--- config.mk ---
export PLATFORM = sky130hd
export DESIGN_NAME = debug_halt_controller
export DESIGN_NICKNAME = d
export VERILOG_FILES = /design/src/rtl/dbg_pkg.sv /design/src/rtl/debug_halt_controller.sv
export SDC_FILE = /design/constraint.sdc
export NUM_CORES = 1
export LEC_CHECK = 0
export ABC_AREA = 1
export BUFFER_PORTS_ARGS = -buffer_cell sky130_fd_sc_hd__buf_2
export CAP_MARGIN = 20
export CORE_MARGIN = 2
export CORE_UTILIZATION = 40
export CTS_CLUSTER_DIAMETER = 80
export DETAILED_ROUTE_END_ITERATION = 12
export SLEW_MARGIN = 20
export SYNTH_ARGS = -nofsm -noshare
export SYNTH_HDL_FRONTEND = slang
export SYNTH_SLANG_ARGS = --single-unit
--- constraint.sdc ---
create_clock -name clk -period 2.7 [get_ports clk]
set_input_delay 0.54 -clock clk [delete_from_list [all_inputs] [get_ports clk]]
set_output_delay 0.54 -clock clk [all_outputs]
set_load 0.01 [all_outputs]
--- src/rtl/dbg_pkg.sv ---
// Shared types and constants for the debug halt controller: state encoding,
// dcsr.cause codes, drain counter width and the halt-cause priority helper.
package dbg_pkg;

  typedef logic [2:0] dbg_state_e;

  localparam dbg_state_e ST_RUN    = 3'd0;
  localparam dbg_state_e ST_DRAIN  = 3'd1;
  localparam dbg_state_e ST_HALTED = 3'd2;
  localparam dbg_state_e ST_RESUME = 3'd3;
  localparam dbg_state_e ST_STEP   = 3'd4;

  localparam logic [2:0] DBG_CAUSE_NONE    = 3'd0;
  localparam logic [2:0] DBG_CAUSE_EBREAK  = 3'd1;
  localparam logic [2:0] DBG_CAUSE_TRIGGER = 3'd2;
  localparam logic [2:0] DBG_CAUSE_HALTREQ = 3'd3;
  localparam logic [2:0] DBG_CAUSE_STEP    = 3'd4;

  localparam int DBG_CNT_W = 8;

  // ebreak beats trigger beats haltreq; dflt covers the no-event case
  function automatic logic [2:0] dbg_halt_cause(logic ebreak, logic trigger,
                                                logic haltreq, logic [2:0] dflt);
    if (ebreak)       return DBG_CAUSE_EBREAK;
    else if (trigger) return DBG_CAUSE_TRIGGER;
    else if (haltreq) return DBG_CAUSE_HALTREQ;
    else              return dflt;
  endfunction

endpackage

--- src/rtl/debug_halt_controller.sv ---
// Core halt/resume/single-step sequencer for the external debug module.
// Define DBG_STEP_EN to enable single-step (dcsr_step / STEP state).
module debug_halt_controller
  import dbg_pkg::*;
#(
  parameter int DRAIN_MAX     = 15,
  parameter bit HALT_ON_RESET = 1'b0
) (
  input  logic       clk,
  input  logic       reset,
  input  logic       haltreq,
  input  logic       resumereq,
  input  logic       ebreak_retire,
  input  logic       trigger_hit,
  input  logic       instr_retire,
  input  logic       mem_busy,
  input  logic       dcsr_step,
  output logic       core_running,
  output logic       core_halted,
  output logic       fetch_hold,
  output logic       dbg_ret,
  output logic       dpc_we,
  output logic [2:0] dcsr_cause,
  output logic       halted_ack,
  output logic       resume_ack,
  output logic       drain_err
);

  localparam dbg_state_e RST_STATE = HALT_ON_RESET ? ST_HALTED : ST_RUN;
  localparam logic [2:0] RST_CAUSE = HALT_ON_RESET ? DBG_CAUSE_HALTREQ : DBG_CAUSE_NONE;
  localparam logic [DBG_CNT_W-1:0] CNT_LAST = DBG_CNT_W'(DRAIN_MAX - 1);

  dbg_state_e           state_q, state_d;
  logic [DBG_CNT_W-1:0] cnt_q, cnt_d;
  logic [2:0]           cause_q, cause_d;
  logic                 err_q, err_d;
  logic                 dpc_we_q, dpc_we_d;
  logic                 step_go, retire, halt_evt;

`ifdef DBG_STEP_EN
  assign step_go = dcsr_step;
  assign retire  = instr_retire;
`else
  logic unused_step;
  assign unused_step = dcsr_step ^ instr_retire;
  assign step_go     = 1'b0;
  assign retire      = 1'b0;
`endif

  assign halt_evt = ebreak_retire | trigger_hit | haltreq;

  always_comb begin
    state_d  = state_q;
    cnt_d    = cnt_q;
    cause_d  = cause_q;
    err_d    = err_q;
    dpc_we_d = 1'b0;
    case (state_q)
      ST_RUN: if (halt_evt) begin
        state_d = ST_DRAIN;
        cnt_d   = '0;
        cause_d = dbg_halt_cause(ebreak_retire, trigger_hit, haltreq, DBG_CAUSE_HALTREQ);
      end
      ST_DRAIN: begin
        // a clean drain on the last allowed cycle is not a timeout
        if (!mem_busy) begin
          state_d  = ST_HALTED;
          dpc_we_d = 1'b1;
        end else if (cnt_q == CNT_LAST) begin
          state_d  = ST_HALTED;
          dpc_we_d = 1'b1;
          err_d    = 1'b1;
        end else begin
          cnt_d = cnt_q + DBG_CNT_W'(1);
        end
      end
      ST_HALTED: if (resumereq && !haltreq) begin
        state_d = ST_RESUME;
        err_d   = 1'b0;
      end
      ST_RESUME: state_d = step_go ? ST_STEP : ST_RUN;
      ST_STEP: if (halt_evt || retire) begin
        state_d = ST_DRAIN;
        cnt_d   = '0;
        cause_d = dbg_halt_cause(ebreak_retire, trigger_hit, haltreq, DBG_CAUSE_STEP);
      end
      default: state_d = RST_STATE;
    endcase
  end

  always_ff @(posedge clk) begin
    if (reset) begin
      state_q  <= RST_STATE;
      cnt_q    <= '0;
      cause_q  <= RST_CAUSE;
      err_q    <= 1'b0;
      dpc_we_q <= 1'b0;
    end else begin
      state_q  <= state_d;
      cnt_q    <= cnt_d;
      cause_q  <= cause_d;
      err_q    <= err_d;
      dpc_we_q <= dpc_we_d;
    end
  end

  assign core_running = (state_q == ST_RUN) || (state_q == ST_DRAIN) || (state_q == ST_STEP);
  assign core_halted  = (state_q == ST_HALTED);
  assign halted_ack   = (state_q == ST_HALTED);
  assign fetch_hold   = (state_q == ST_DRAIN);
  assign dbg_ret      = (state_q == ST_RESUME);
  assign resume_ack   = (state_q == ST_RESUME);
  assign dpc_we       = dpc_we_q;
  assign dcsr_cause   = cause_q;
  assign drain_err    = err_q;

endmodule

==> impl_metrics.yaml <==
worst_setup_path:
  criticalPathCategory: "reg2out"
  cp_data_arrival_time_ns: 1.43
  worstSetupEndpointType: "primary output"
  setup_slack_reg_to_reg_ns: 1.05
  timing.critical_path.from_type: "flop"
  crit-reg2reg-launch: "state_q[0]"
  rr_worst_depth: 8
  cpPeakStageDelay_ns: 0.38
  timing.critical_path.required_ns: 2.16
  critical_path.cell_chain: "inv_1 -> ha_1 -> inv_2 -> nand2_1 -> buf_2"
  crit_path_max_fanout: 9
  regToRegEndpoint: "cnt_q[3]"
  cp_slowest_cell: "sky130_fd_sc_hd__ha_1"
placement:
  io_buffer_count: 16
  gp_congestion: 0.795
  place_hpwl_um: 1500
  placed_area_um2: 1010
routing:
  drt_iter0_markers: 7
  drt_pass1_iterations: 3
  via_count: 891
  post_drt_wl_per_cell_um: 10.7
  drtAntennaViolNets: 0
  finalWirelength_um: 1950
  viasPerCell: 4.90
  drcViolationCount: 0
yosys:
  yosysMostFrequentCell: "sky130_fd_sc_hd__nand2_1"
  ys.warnings.count: 0
  number_of_enable_flip_flop_cells_after_synthesis: 0
  syn_inst: 142
  yosys_most_used_dff: "sky130_fd_sc_hd__dfxtp_1"
  synth_async_sr_flop_share: 0
  synth_seq_cells: 14
  ys_top_cells_by_area: "sky130_fd_sc_hd__dfxtp_1, sky130_fd_sc_hd__nand2_1, sky130_fd_sc_hd__nor2_1, sky130_fd_sc_hd__ha_1, sky130_fd_sc_hd__inv_1"
  syn-cell-area_um2: 941
  avgSynthCellArea_um2: 6.63
  synth_top_cell_area_share: 0.298
  synth_fp_nets: 157
  synth.yosys.seq_area_share: 0.298
  post_synth_num_cell_types: 25
  post_synth_most_frequent_cells: "sky130_fd_sc_hd__nand2_1, sky130_fd_sc_hd__nor2_1, sky130_fd_sc_hd__inv_1"
  post_synth_top_area_cell: "sky130_fd_sc_hd__dfxtp_1"
sta:
  final.setup.tns_ns: 0
  drv_slew: 0
  timing.final.hold_violations: 0
  timing.final.crit_share: 0.728
  maxClockFrequency_ghz: 0.509
  post-route-min-period_ns: 1.97
  timing.clock.skew_ns: 0.00924
  setup_viol: 0
  rsz0062_at_grt: "no"
clock_network:
  cts-root-to-sink-buffers: 2
  cts-hold-fix-buffers: 0
  cts-htree-levels: 1
  number_of_buffers_created_by_cts: 3
  cts_tree: "yes"
  cts_resized: 0
  worst_setup_hold_path_clk_slew_ns: 0.09
  cts.root.buffer_cell: "sky130_fd_sc_hd__clkbuf_4"
  cts_setup_buffers: 0
  clock_insertion_delay_worst_skew_ns: 0.28
  total_number_of_clock_tree_sinks: 14
power_and_ir_drop:
  switching_share: 0.468
  power_frac_clock: 0.129
  p_sw_uw: 426
  internal_power_uw: 484
  power.combinational.fraction: 0.528
  p_per_area_nw_per_um2: 883
  fin_total_pwr_uw: 910
  power_leakage_uw: 0.000492
  ir_drop_uv: 427
  seqPwrFrac: 0.343
floorplanning:
  io-pin-count: 20
  floorplan.core_area_um2: 2210
  floorplan.rows: 17
  die-width_um: 52.5
  floorplan.initialDensity: 0.425
  die_h_um: 52.5
  dieArea_um2: 2760
outcome:
  run_status: "finished, final reports clean"
job:
  maxCapViolCount: 0
global_routing:
  globalRouteTotalUtil: 0.167
  first_pass_grt_wire_length_um: 3400
  grt_start_max_net_pins: 13
  grt_antenna_before_repair: 0
  grt_pass1_vias: 825
  globalRouteOverflowTotal: 0
cells_and_area:
  postLayoutCellArea_um2: 1030
  insertedDiodeCount: 0
  final_nets: 171
  syn_to_final_growth_pct: 9.57
  drive_gt1_frac: 0.169
hold_path:
  hold-path-endpoint: "dcsr_cause[0]"
  worst_hold_path.num_cells: 2
  worstHoldPathType: "in2reg"
  min_from: "trigger_hit"
## power by group through the flow
stage,combinational (µW),sequential (µW),clock [µW]
after global placement,474,315,0
after floorplan,395,316,0
final,480,313,117
after CTS,486,314,124
after detailed placement,482,318,0
after global routing,557,322,133
## per-stage QoR
stage                     instances   util  hold WS, ns  setup WS, ns
after global routing            182  0.466        0.453         0.642
after detailed placement        179  0.456        0.458          1.02
after CTS                       182  0.466        0.450         0.718
final                           182  0.466        0.460         0.734
after global placement          179  0.456        0.444          1.04
after floorplan                 142      -        0.472          1.16
## worst max-delay path, delay by kind of cell (launching register included)
kind,cells,cell delay [ns]
adders and majority gates,1,0.38
DFF,1,0.34
buffers and inverters,3,0.33
and+or+nand+nor,1,0.10
## final cells by class
cell class	count	area (µm²)
fill	253	1180
multi-input combinational	99	529
sequential	14	280
inverter	22	83.8
timing repair buffer	16	80.1
tap	28	35.0
clock buffer	3	22.5
## state kept, by name, summed over array words and instances, names as in the netlist
| register | flops |
|---|---|
| state_q | 2 |
| drain_err | 1 |
| dpc_we | 1 |
| dcsr_cause | 2 |
| cnt_q | 8 |
## layer usage
metal	routed length [µm]	track usage	vias up
met5	0	0	-
met4	14	0.0641	0
met3	46	0.0257	2
met2	940	0.290	11
met1	947	0.205	406
li1	-	-	472
## layout by cell type, fill, tap and decap left out, drive strengths merged
| cell type | synthesis | layout |
|---|---|---|
| nand2 | 30 | 30 |
| nand2b | 1 | 1 |
| clkbuf | 1 | 3 |
| conb | 1 | 1 |
| clkinv | 1 | 1 |
| o21ai | 3 | 3 |
| nor2 | 22 | 22 |
| inv | 21 | 21 |
| nor3 | 3 | 3 |
| dfxtp | 14 | 14 |
| nand4 | 7 | 7 |
| nand3 | 10 | 10 |
| o21bai | 1 | 1 |
| buf | 6 | 16 |
| a31oi | 1 | 1 |
| ha | 6 | 6 |
| a21oi | 14 | 14 |
## cell families (layout without fill, tap and decap cells)
kind of cell / count (synthesis) / after routing / synth area share
compound gates: 19 / 19 / 0.109
simple gates: 73 / 73 / 0.370
other cells: 1 / 1 / 0.00399
buf+inv: 29 / 41 / 0.140
fa+ha+maj: 6 / 6 / 0.0798
flops: 14 / 14 / 0.298
## how the worst max path moves through the flow
stage | start | to | slack, ns | cells past startpoint
global placement | state_q[0] | core_running | 1.04 | 5
global route | state_q[0] | core_running | 0.64 | 5
CTS | state_q[0] | core_running | 0.72 | 5
floorplan | state_q[0] | cnt_q[3] | 1.16 | 11
detailed placement | state_q[0] | core_running | 1.02 | 5
finish | state_q[0] | core_running | 0.73 | 5
Note: power is estimated with default switching activity, not from simulation.
